`src/rtl/seq_shifter.sv`:
```
`default_nettype none
// +--------------------------------------------------------------------------+
// | Module   : seq_shifter                                                   |
// | Purpose  : Multi-cycle 16-bit shift engine. Captures an operand, an      |
// |            operation (LSL/LSR/ASR/ROR) and a 0-15 shift amount on an     |
// |            accepted start, then shifts one bit position per clock.       |
// |            It presents the result and the last bit shifted out with a    |
// |            one-cycle done pulse.                                         |
// | Ports    : clk    - clock, rising-edge active                            |
// |            rst_n  - asynchronous active-low reset                        |
// |            start  - request, honoured in IDLE and DONE only              |
// |            in     - 16-bit operand, captured with start                  |
// |            op     - 00 LSL, 01 LSR, 10 ASR, 11 ROR                       |
// |            amt    - shift count 0..15, captured with start               |
// |            busy   - high while shifting                                  |
// |            done   - one-cycle pulse, sout/carry valid                    |
// |            sout   - result register, held until the next accepted start  |
// |            carry  - last bit shifted/rotated out (0 when amt = 0)        |
// | Revision : 1.0 - initial release                                         |
// +--------------------------------------------------------------------------+
module seq_shifter (
  input  logic        clk,
  input  logic        rst_n,
  input  logic        start,
  input  logic [15:0] in,
  input  logic [1:0]  op,
  input  logic [3:0]  amt,
  output logic        busy,
  output logic        done,
  output logic [15:0] sout,
  output logic        carry
);

  // State encoding
  localparam logic [1:0] S_IDLE  = 2'd0;
  localparam logic [1:0] S_SHIFT = 2'd1;
  localparam logic [1:0] S_DONE  = 2'd2;

  // Operation encoding
  localparam logic [1:0] OP_LSL = 2'b00;
  localparam logic [1:0] OP_LSR = 2'b01;
  localparam logic [1:0] OP_ASR = 2'b10;
  localparam logic [1:0] OP_ROR = 2'b11;

  localparam logic [3:0] C_COUNT_ONE = 4'd1;

  logic [1:0]  r_state;
  logic [1:0]  w_next_state;
  logic [1:0]  r_op;
  logic [3:0]  r_count;
  logic        w_accept;
  logic [15:0] w_step_sout;
  logic        w_step_carry;

  // A new request is taken only when the engine is not mid-shift.
  assign w_accept = start && ((r_state == S_IDLE) || (r_state == S_DONE));

  // ------------------------------------------------------------------------
  // State register
  // ------------------------------------------------------------------------
  always_ff @(posedge clk or negedge rst_n) begin
    if (!rst_n) begin
      r_state <= S_IDLE;
    end else begin
      r_state <= w_next_state;
    end
  end

  // ------------------------------------------------------------------------
  // Next-state logic
  // ------------------------------------------------------------------------
  always_comb begin
    w_next_state = r_state;
    case (r_state)
      S_IDLE, S_DONE: begin
        if (start) begin
          // A zero amount skips SHIFT entirely and reports on the next cycle.
          w_next_state = (amt != 4'd0) ? S_SHIFT : S_DONE;
        end else begin
          w_next_state = S_IDLE;
        end
      end
      S_SHIFT: begin
        // Leave on the edge where the count falls from 1 to 0.
        if (r_count == C_COUNT_ONE) begin
          w_next_state = S_DONE;
        end else begin
          w_next_state = S_SHIFT;
        end
      end
      default: begin
        w_next_state = S_IDLE;
      end
    endcase
  end

  // ------------------------------------------------------------------------
  // Output decode: purely from state, no path from inputs
  // ------------------------------------------------------------------------
  always_comb begin
    busy = 1'b0;
    done = 1'b0;
    case (r_state)
      S_SHIFT: busy = 1'b1;
      S_DONE:  done = 1'b1;
      default: begin
        busy = 1'b0;
        done = 1'b0;
      end
    endcase
  end

  // ------------------------------------------------------------------------
  // Single-bit step of the selected operation
  // ------------------------------------------------------------------------
  always_comb begin
    w_step_sout  = sout;
    w_step_carry = carry;
    case (r_op)
      OP_LSL: begin
        w_step_sout  = {sout[14:0], 1'b0};
        w_step_carry = sout[15];
      end
      OP_LSR: begin
        w_step_sout  = {1'b0, sout[15:1]};
        w_step_carry = sout[0];
      end
      OP_ASR: begin
        w_step_sout  = {sout[15], sout[15:1]};
        w_step_carry = sout[0];
      end
      OP_ROR: begin
        w_step_sout  = {sout[0], sout[15:1]};
        w_step_carry = sout[0];
      end
      default: begin
        w_step_sout  = sout;
        w_step_carry = carry;
      end
    endcase
  end

  // ------------------------------------------------------------------------
  // Datapath registers
  // ------------------------------------------------------------------------
  always_ff @(posedge clk or negedge rst_n) begin
    if (!rst_n) begin
      sout    <= 16'h0000;
      carry   <= 1'b0;
      r_op    <= OP_LSL;
      r_count <= 4'd0;
    end else if (w_accept) begin
      sout    <= in;
      carry   <= 1'b0;
      r_op    <= op;
      r_count <= amt;
    end else if (r_state == S_SHIFT) begin
      sout    <= w_step_sout;
      carry   <= w_step_carry;
      r_count <= r_count - 4'd1;
    end
  end

endmodule
`default_nettype wire
```
`config.mk`:
```
export PLATFORM = sky130hd
export DESIGN_NAME = seq_shifter
export DESIGN_NICKNAME = d
export VERILOG_FILES = /design/src/rtl/seq_shifter.sv
export SDC_FILE = /design/constraint.sdc
export NUM_CORES = 1
export LEC_CHECK = 0
export BUFFER_PORTS_ARGS = -buffer_cell sky130_fd_sc_hd__buf_2
export CORE_MARGIN = 2
export CORE_UTILIZATION = 40
export CTS_CLUSTER_DIAMETER = 50
export DETAILED_ROUTE_END_ITERATION = 6
export PLACE_DENSITY_LB_ADDON = 0.15
export SLEW_MARGIN = 20
export SYNTH_ARGS = -nofsm -noshare
export SYNTH_HDL_FRONTEND = slang
export SYNTH_SLANG_ARGS = --single-unit
```
`constraint.sdc`:
```
create_clock -name clk -period 1.55 [get_ports clk]
set_clock_uncertainty 0.05 [all_clocks]
set_input_delay 0.3875 -clock clk [delete_from_list [all_inputs] [get_ports clk]]
set_output_delay 0.3875 -clock clk [all_outputs]
set_load 0.005 [all_outputs]
```
Word level (Yosys, flattened, before mapping)
Index checks and enable logic that the tools add are counted.
{ "totals": {"regBits": 25, "in_bits": 25, "output_inout_bits": 19, "wordCells": 37} }
{ "op_classes": {"add_sub_neg": 1, "n_eq_ne": 7, "mux": 14, "n_reduce_logical": 9} }
{ "ops": {"columns": ["op", "n"], "rows": [
  ["case mux 16 bit (4 select lines)", 1],
  ["two-way mux 16 bit", 2],
  ["two-way mux 4 bit", 2],
  ["== test 2 bit, second input constant", 3],
  ["two-way mux 2 bit", 3],
  ["== test 2 x 1 -> 1 bit, second input constant", 2],
  ["== test 4 x 1 -> 1 bit, second input constant", 1],
  ["zero test 2 bit", 2],
  ["two-way mux 1 bit", 4],
  ["case mux 2 bit (2 select lines)", 1],
  ["nonzero test 4 bit", 1],
  ["subtractor 4 x 1 -> 4 bit, second input constant", 1],
  ["OR reduction 3 bit", 1],
  ["inequality test 2 bit, second input constant", 1],
  ["case mux 1 bit (2 select lines)", 1],
  ["AND reduction 2 bit", 1],
  ["nonzero test 2 bit", 1],
  ["OR reduction 2 bit", 1],
  ["logical AND 1 bit", 1],
  ["logical OR 1 bit", 1]
]} }

Longest topological paths before layout
Gate-level depths: netlist of the first run.
{ "logic_depth": {"depth_word": 5, "mapped_depth": 7, "depth_no_buf": 6} }

Worst setup path after synthesis of the first run
Ideal clock, no wire load.
{ "synth_path": {"path_type": "in2reg", "startpoint": "input start", "endpoint": "register sout[15]", "setup_time_ns": 0.126, "t_arrival_ns": 1.266, "required_time_ns": 1.374, "setup_slack_ns": 0.108, "cell_stages": 6, "n_path_buf": 2, "cell_sequence": "buf_2 -> nor2b_1 -> buf_6 -> mux2_4 -> o21ai_2 -> nand3_1"} }
{ "synth_via": {"elab_chain_cells": 3, "elab_cells_between_ends": 5, "cone_classes": "eq/ne (1); mux (1); reduce/logical (3)"} }
{ "synth_rtl": {"columns": ["element", "line", "rtl"], "rows": [
  ["from (decl)", "24", "input logic start,"],
  ["logical AND 1 bit *", "56", "assign w_accept = start && ((r_state == S_IDLE) || (r_state == S_DONE));"],
  ["inequality test 2 bit (no line) or nonzero test 2 bit (tied branches)", null, null],
  ["AND reduction 2 bit (no line)", null, null],
  ["to (signal assigned)", "153", "sout <= in;"],
  ["to (signal assigned)", "158", "sout <= w_step_sout;"],
  ["to (decl)", "30", "output logic [15:0] sout,"]
]} }
Mark *: on every way between the ends. The rest lies on a longest branch, timed or not.
A chain may end at the register's enable or synchronous reset.

Final worst setup path of the first run
{ "layout_path": {"startpoint": "register r_count[1]", "endpoint": "register r_state[0]"} }
{ "layout_via": {"elab_chain_cells": 3} }
{ "layout_rtl": {"columns": ["element", "line", "rtl"], "rows": [
  ["from (decl)", "50", "logic [3:0] r_count;"],
  ["from (signal assigned)", "156", "r_count <= amt;"],
  ["from (signal assigned)", "160", "r_count <= r_count - 4'd1;"],
  ["== test 4 x 1 -> 1 bit", "85", "if (r_count == C_COUNT_ONE) begin"],
  ["two-way mux 2 bit", "85", null],
  ["case mux 2 bit (2 select lines)", "74", "case (r_state)"],
  ["via w_next_state[0]", "48", "logic [1:0] w_next_state;"],
  ["to (signal assigned)", "65", "r_state <= w_next_state;"],
  ["to (decl)", "47", "logic [1:0] r_state;"]
]} }
The timed path passes the listed nets, and every way through them passes these cells.

==> flow_metrics.tcl, run 1 <==
set metrics [dict create \
    status "complete, but fails checks" \
    violations "hold timing" \
    cts_buffer_depth 2 \
    wl_per_cell_um 14.99 \
    yosys_warnings 0 \
    synth_edf_count 0 \
    start_util_pct 42.60 \
    syn_to_final_growth_pct 25.39 \
    finalNonFillerCells 242 \
    worst-slew-pin-transition_ps 606.7 \
    async_flop_share_pct 100.0 \
    cellLeakagePower_uw 0.0008797 \
    power_density_nw_per_um2 1960 \
    design.die.area_um2 4106 \
    relSlewSlack_pct 59.51 \
    avgSynthCellArea_um2 9.822 \
    grt_first_pass_wirelength_um 5844 \
    syn-num-nets 174 \
    routed_via_density 5.236 \
    nNetsFinal 224 \
    slowest_delay_ps 530 \
    netlist_area_um2 1444 \
    grt_pass1_vias 1261 \
    dpl.hpwl_um 2467 \
    dp_slack_ps -118.0 \
    grt_max_degree 26 \
    cts_root_buf "clkbuf_4" \
    dr.pass1.iters 4 \
    fin_crit_sh_pct 99.57 \
    numCtsBuffers 3 \
    critPathTopFamily "simple AND/OR/NAND/NOR gates" \
    min_path_type "in -> async" \
    antenna_cells 0 \
    arrival_ps 1670 \
    peakVddDrop_mv 1.189 \
    drv_slew 0 \
    crit_path_top_delay_cell "or4bb_4" \
    synth-seq-area-share_pct 43.33 \
    synth_cells 147 \
    fmax_mhz 647.9 \
    cts_tree "yes" \
    worst-path-buf-inv 1 \
    placed_cells 231 \
    std_cell_rows 21 \
    drtAntennaViolNets 0 \
    drt-total-wl_um 3627 \
    layout_min_cycle_time_ps 1543 \
    crit_required_ps 1680 \
    drc 0 \
    cts.htree.levels 1 \
    cts_sinks 25 \
    die_w_um 64.08 \
    crit_type "reg -> reg" \
    die_height_um 64.08 \
    grt_overflow 0 \
    crit_fanout 3 \
    drive_above_1_share_pct 36.22 \
    cap_violations 0 \
    finalHoldViolations 17 \
    endpoint_kind "flop" \
    layout_setup_ws_ps 6.633 \
    antenna_found_initial 0 \
    path_clk_slew_ps 130 \
    vias 1267 \
    hold_ws_ps -5.000 \
    cp.depth 4 \
    place.gp.congestion 0.8066 \
    r2r_cells 4 \
    worstPathCellList "inv_2 -> ha_1 -> or4bb_4 -> a21boi_0" \
    ys_types 30 \
    grt.total_usage_pct 17.74 \
    ys.flop_type "dfrtp_1" \
    rsz0062_at_grt "yes" \
    io_buffers 43 \
    dr.first_iter.drc_count 57 \
    num_io_pins 44 \
    fillers 338 \
    core_area_um2 3390 \
    start_kind "flop" \
    clock_latency_ps 320 \
    yosys_register_bits 25 \
    setup_viol_count_final 0 \
]
==> worst paths after layout <==
| check | slack (ps) | from | end |
|---|---|---|---|
| worst max-delay path | 7 | r_count[1] | r_state[0] |
| worst min-delay path | -5 | rst_n | sout[6] |
| worst max register to register | 7 | r_count[1] | r_state[0] |
| worst min register to register | 490 | carry | carry |
| max in group asynchronous | 1050 | rst_n | r_state[1] |
| min in group clk | 200 | op[1] | r_op[1] |
==> report_power, final <==
| part | switching (µW) | internal [µW] |
|---|---|---|
| Clock | 198 | 100 |
| Sequential | 334 | 955 |
| Combinational | 966 | 996 |
==> repair_timing <==
action,in CTS,in global routing
hold buffers,0,0
setup endpoints to repair,16,6
setup buffers,3,4
resized for setup,8,4
==> flip-flops by register name (all words and copies together), names as in the netlist <==
| register | cells |
|---|---|
| sout | 16 |
| r_count | 4 |
| carry | 1 |
| r_op | 2 |
| r_state | 2 |
==> layer usage <==
metal	vias to the layer above	global-route usage, %	part of all wire [%]
li1	615	-	-
met1	622	22.70	46
met2	28	31.38	50
met3	2	3.169	3.8
met4	0	3.261	0.47
met5	-	0	0
==> placed cells by master, fill, tap and decap left out, types with 2 or more instances in the layout <==
cell type,instances
a211oi_1,2
a21oi_1,17
buf_2,42
buf_4,10
buf_6,3
clkbuf_4,3
dfrtp_1,24
ha_1,2
mux2i_1,18
nand2_1,10
nand2b_1,2
nand3_1,3
nor2_1,4
nor2b_1,2
o21a_1,14
o21ai_0,8
o21ai_1,10
xor2_1,2
==> cells by family (layout without fill, tap and decap cells) <==
logic type                 after synthesis  after routing  synth area share [%]
DFF                                     25             25                 43.33
xor gates and xnor gates                 3              3                 1.820
AOI/OAI and AO/OA                       54             54                 22.01
buffers and inverters                   14             63                 6.498
muxes                                   19             19                 13.52
adders and majority gates                2              2                 1.733
and+or+nand+nor                         30             30                 11.09
==> area by class of cell <==
cell class / instances / area (µm²) / area share [%]
inverter: 3 / 13.76 / 0.7602
timing repair buffer: 56 / 339.1 / 18.73
tap: 46 / 57.56 / 3.179
sequential: 25 / 626.9 / 34.62
clock buffer: 4 / 26.28 / 1.451
multi-input combinational: 108 / 747.0 / 41.26
==> Yosys cell counts (2+ instances only) <==
library cell  instances  share of area, %
a21oi_1              17               5.9
inv_1                 3              0.78
buf_4                 2               1.0
nand3_1               3               1.0
nor2b_1               3               1.3
ha_1                  2               1.7
a211oi_1              2               1.0
dfrtp_1              25                43
clkbuf_1              2              0.52
nand2b_1              3               1.3
xor2_1                2               1.2
buf_6                 4               3.1
mux2i_1              18                12
o21ai_0               8               2.8
o21ai_1              10               3.5
o21a_1               14               7.3
buf_2                 3               1.0
nor2_1                5               1.3
nand2_1              10               2.6
==> per-stage QoR <==
step	instance area, µm²	power [µW]	TNS [ps]	hold slack (ps)	utilization, %
after CTS	1768	3451	-8.972	9.596	52.16
after floorplan	1444	2451	0	41.91	-
after global placement	1692	2962	-715.2	365.8	49.91
after detailed placement	1692	3031	-1403	368.6	49.91
after global routing	1810	3853	-108.8	11.20	53.41
final	1810	3549	0	-5.000	53.41
No activity file was read; power rests on OpenSTA's default activity.
==> inputs of run 2 (changes only) <==
- RECOVER_POWER: not set -> 100
- SKIP_LAST_GASP: not set -> 1
==> run 2 against run 1 <==
  * The run ends with setup timing left
  * Utilization shrank 0.11 points
  * Maximum frequency shrank 0.53%
  * Die area is the same
  * Sequential cell count is the same
  * Total power shrank 0.25%
  * Clock power is essentially flat
  * Final cell count is the same
  * Non-clock buffer count is the same
  * Setup slack lost 8.2 ps
==> flow_metrics.tcl, run 2 (synthesis results as in run 1) <==
set metrics [dict create \
    status "complete, but fails checks" \
    violations "setup timing" \
    antenna_cells 0 \
    worstSetupStartpoint "r_state[0]" \
    min-delay-start "op[1]" \
    worst-path-buf-inv 3 \
    grt_first_pass_wirelength_um 5844 \
    min_path_cells 3 \
    fmax_mhz 644.5 \
    drv_slew 0 \
    dr.pass1.iters 4 \
    grt_overflow 0 \
    nNetsFinal 224 \
    crit_path_top_delay_cell "dfrtp_1" \
    swShare_pct 42.27 \
    peakVddDrop_mv 1.169 \
    finalHoldViolations 0 \
    path_clk_slew_ps 140 \
    relSlewSlack_pct 9.182 \
    cts_buffer_depth 2 \
    num_io_pins 44 \
    rsz0062_at_grt "yes" \
    die_w_um 64.08 \
    p_comb_share_pct 55.2 \
    r2r_start "r_count[1]" \
    layout_min_cycle_time_ps 1552 \
    io_buffers 43 \
    cpMostUsedCell "buf_6" \
    grt.total_usage_pct 17.74 \
    largest_reg_flops 16 \
    clock_latency_ps 310 \
    routed_via_density 5.273 \
    critPathTopFamily "flip-flops" \
    grt_pass1_vias 1261 \
    setup_viol_count_final 1 \
    clkPwrFrac_pct 8.4 \
    cts_sinks 25 \
    grt_max_degree 26 \
    placed_cells 231 \
    cts.htree.levels 1 \
    power_uw 3540 \
    wl_per_cell_um 14.98 \
    worstPathCellList "buf_6 -> nand2b_4 -> inv_4 -> buf_6" \
    netSwitchingPower_uw 1496 \
    top_regs "sout (16), r_count (4)" \
    drt-total-wl_um 3625 \
    power_density_nw_per_um2 1959 \
    layout_setup_ws_ps -1.525 \
    pwr-share-seq_pct 36.4 \
    dpl.hpwl_um 2467 \
    design.die.area_um2 4106 \
    min_path_type "in -> reg" \
    cap_violations 0 \
    drtAntennaViolNets 0 \
    arrival_ps 1110 \
    finalInstanceArea_um2 1807 \
    setup_tns_ps -1.525 \
    finalNonFillerCells 242 \
    fin_crit_sh_pct 100.1 \
    slowest_delay_ps 430 \
    syn_to_final_growth_pct 25.13 \
    crit_fanout 6 \
    std_cell_rows 21 \
    vias 1276 \
    start_util_pct 42.60 \
    cellLeakagePower_uw 0.0008757 \
    crit_type "reg -> out" \
    regMostFlops "sout" \
    die_height_um 64.08 \
    fillers 338 \
    place.gp.congestion 0.8066 \
    numCtsBuffers 3 \
    cts_root_buf "clkbuf_4" \
    drive_above_1_share_pct 35.71 \
    dr.first_iter.drc_count 66 \
    layout_common_cells "buf_2, dfrtp_1, mux2i_1" \
    antenna_found_initial 0 \
    crit_required_ps 1110 \
    core_area_um2 3390 \
    worst-slew-pin-transition_ps 1362 \
    start_kind "flop" \
    mostFrequentLayoutCell "buf_2" \
    drc 0 \
    cp.depth 4 \
    r2r_cells 4 \
    endpoint_kind "primary output" \
    p_int_uw 2044 \
    cts_tree "yes" \
    postPlaceCellArea_um2 1692 \
]
==> run 2: area by class of cell <==
cell class                 instances  area (µm²)  share of cell area (%)
inverter                           3       13.76                  0.7618
clock buffer                       4       26.28                   1.454
sequential                        25       626.9                   34.70
timing repair buffer              56       335.3                   18.56
multi-input combinational        108       747.0                   41.34
tap                               46       57.56                   3.186
==> run 2: repair_timing <==
action | CTS | global route
endpoints found under the setup margin | 16 | 6
setup buffers | 3 | 3
resized for setup | 6 | 6
cloned | 0 | 1
hold buffers | 0 | 0
==> run 2: path summary, 6_finish.rpt <==
| path | endpoint | slack, ps |
|---|---|---|
| min in group asynchronous | sout[6] | 300 |
| worst min register to register | carry | 490 |
| max in group asynchronous | r_state[1] | 270 |
| worst max register to register | r_state[0] | -2 |
| worst min-delay path | r_op[1] | 200 |
| worst max-delay path | busy | -2 |
==> run 2: per-stage QoR <==
| stage | hold slack [ps] | utilization [%] | worst slack [ps] |
|---|---|---|---|
| 6_report | 202.8 | 53.30 | -1.525 |
| 3_3_place_gp | 365.8 | 49.91 | -59.83 |
| 4_1_cts | 9.596 | 51.90 | -19.55 |
| 2_1_floorplan | 41.91 | - | 108.1 |
| 5_1_grt | 210.3 | 53.30 | -50.84 |
| 3_5_place_dp | 368.6 | 49.91 | -118.0 |
==> run 2: power groups by stage <==
stage	logic (µW)	registers (µW)	clock network, µW
after floorplan	1220	1230	0
after global placement	1690	1280	0
after detailed placement	1740	1300	0
after CTS	1840	1270	309
after global routing	2170	1340	338
final	1950	1290	298
==> run 2: metal layers <==
| layer | up-vias | GRT usage, % | wire, µm |
|---|---|---|---|
| met3 | 4 | 3.169 | 143 |
| met2 | 26 | 31.38 | 1768 |
| met1 | 630 | 22.70 | 1674 |
| met5 | - | 0 | 0 |
| met4 | 0 | 3.261 | 38 |
| li1 | 616 | - | - |
==> run 2: worst min-delay path: cells and delay by family <==
family                 cells  cell delay [ps]
AND/OR/NAND/NOR            2               90
buffers and inverters      1               70
==> inputs of run 3 (changes only) <==
- MAX_ROUTING_LAYER: not set -> met4
==> run 3 against run 2 <==
  * The flow still finishes with violations (setup timing)
  * Wire length increased by 0.69%
  * Utilization unchanged
  * First-iteration DRC count increased by 6.1%
  * Sequential cell count unchanged
  * Worst hold slack about the same
  * Design area unchanged
  * Count of clock-buffer cells in the layout unchanged
  * Critical path depth unchanged
  * Combinational power about the same
  * Clock power about the same
  * Non-clock buffer count unchanged
  * Critical path type unchanged
  * Largest cell class unchanged
  * Highest routed layer unchanged
==> flow_metrics.tcl, run 3 (synthesis results as in run 1) <==
set metrics [dict create \
    postPlaceCellArea_um2 1692 \
    place.gp.congestion 0.8183 \
    cp.depth 4 \
    syn_to_final_growth_pct 25.13 \
    min_path_type "in -> reg" \
    p_int_uw 2043 \
    die_height_um 64.08 \
    cts_sinks 25 \
    rsz0062_at_grt "yes" \
    wl_per_cell_um 15.08 \
    arrival_ps 1110 \
    mostFrequentLayoutCell "buf_2" \
    nNetsFinal 224 \
    worst-slew-pin-transition_ps 1372 \
    path_clk_slew_ps 140 \
    regMostFlops "sout" \
    fmax_mhz 645.1 \
    power_density_nw_per_um2 1961 \
    dr.first_iter.drc_count 70 \
    crit_type "reg -> out" \
    crit_path_top_delay_cell "dfrtp_1" \
    top_regs "sout (16), r_count (4)" \
    fillers 338 \
    num_io_pins 44 \
    setup_viol_count_final 1 \
    dp_slack_ps -118.0 \
    swShare_pct 42.34 \
    relSlewSlack_pct 8.565 \
    finalInstanceArea_um2 1807 \
    peakVddDrop_mv 1.168 \
    min_path_cells 3 \
    start_util_pct 42.60 \
    core_area_um2 3390 \
    layout_common_cells "buf_2, dfrtp_1, mux2i_1" \
    critPathTopFamily "flip-flops" \
    largest_reg_flops 16 \
    regArea_um2 626.9 \
    grt_first_pass_wirelength_um 5844 \
    dr.pass1.iters 4 \
    multi_input_area_um2 747.0 \
    die_w_um 64.08 \
    antenna_cells 0 \
    design.die.area_um2 4106 \
    finalHoldViolations 0 \
    clock_latency_ps 310 \
    antenna_found_initial 0 \
    grt.total_usage_pct 18.23 \
    clkPwrFrac_pct 8.4 \
    cts_tree "yes" \
    crit_fanout 6 \
    grt_pass1_vias 1261 \
    cpMostUsedCell "buf_6" \
    cts_root_buf "clkbuf_4" \
    drive_above_1_share_pct 35.71 \
    p_comb_share_pct 55.1 \
    numCtsBuffers 3 \
    std_cell_rows 21 \
    r2r_cells 4 \
    cellLeakagePower_uw 0.0008757 \
    fin_crit_sh_pct 100.0 \
    power_uw 3544 \
    setup_tns_ps -0.1738 \
    drv_slew 0 \
    endpoint_kind "primary output" \
    grt_max_degree 26 \
    pwr-share-seq_pct 36.5 \
    drt-total-wl_um 3650 \
    drtAntennaViolNets 0 \
    netSwitchingPower_uw 1500 \
    cap_violations 0 \
    violations "setup timing" \
    cts.htree.levels 1 \
    io_buffers 43 \
    worstPathCellList "buf_6 -> nand2b_4 -> inv_4 -> buf_6" \
    slowest_delay_ps 430 \
    vias 1273 \
    crit_required_ps 1110 \
    dpl.hpwl_um 2467 \
    hold_ws_ps 203.2 \
    drc 0 \
    ctsHoldBuffers 0 \
    layout_setup_ws_ps -0.1738 \
    worst-path-buf-inv 3 \
    layout_min_cycle_time_ps 1550 \
    start_kind "flop" \
    routed_via_density 5.260 \
    grt_overflow 0 \
    cts_buffer_depth 2 \
    status "complete, but fails checks" \
]
-- run 3: cell counts in the layout (fill, tap and decap cells not counted) --
Identical to the previous run, type by type.
-- run 3: worst paths after layout --
path / start / to / slack (ps)
setup reg to reg: r_count[1] / r_state[0] / -0.2
hold / removal: op[1] / r_op[1] / 200
min in group asynchronous: rst_n / sout[6] / 300
max in group asynchronous: rst_n / r_state[1] / 260
hold reg to reg: carry / carry / 490
setup / recovery: r_state[0] / busy / -0.2
-- run 3: timing repair --
| action | in CTS | in global routing |
|---|---|---|
| resized for setup | 6 | 6 |
| buffers inserted | 3 | 3 |
| gates cloned | 0 | 1 |
| hold endpoints to repair | 0 | 0 |
| endpoints found under the setup margin | 16 | 6 |
-- run 3: per-layer routing --
| metal | wire [µm] | up-vias | GRT usage [%] |
|---|---|---|---|
| met4 | 39 | 0 | 3.261 |
| met3 | 153 | 4 | 3.169 |
| li1 | - | 617 | - |
| met2 | 1761 | 28 | 31.38 |
| met5 | 0 | - | - |
| met1 | 1696 | 624 | 22.70 |
-- run 3: final cells by class --
| type | instances | area share [%] |
|---|---|---|
| Sequential cell | 25 | 34.70 |
| Timing Repair Buffer | 56 | 18.56 |
| Multi-Input combinational cell | 108 | 41.34 |
| Clock buffer | 4 | 1.454 |
| Tap cell | 46 | 3.186 |
| Inverter | 3 | 0.7618 |
-- run 3: power by group through the flow --
stage | Sequential [µW] | Clock (µW) | Combinational (µW)
after floorplan | 1230 | 0 | 1220
after global placement | 1280 | 0 | 1690
after detailed placement | 1300 | 0 | 1740
after CTS | 1270 | 309 | 1840
after global routing | 1340 | 338 | 2170
final | 1290 | 297 | 1950
-- run 3: metrics by stage --
stage / instances / utilization, %
global route: 242 / 53.30
global placement: 231 / 49.91
CTS: 238 / 51.90
finish: 242 / 53.30
detailed placement: 231 / 49.91
floorplan: 147 / -
-- run 3: worst register-to-register path: cells and delay by family, from the launching register on --
family	cells	cell delay, ps
adder cells (fa/ha/maj)	1	140
AND/OR/NAND/NOR	1	530
buffers and inverters	1	90
flip-flops	1	440
AO/OA/AOI/OAI	1	170
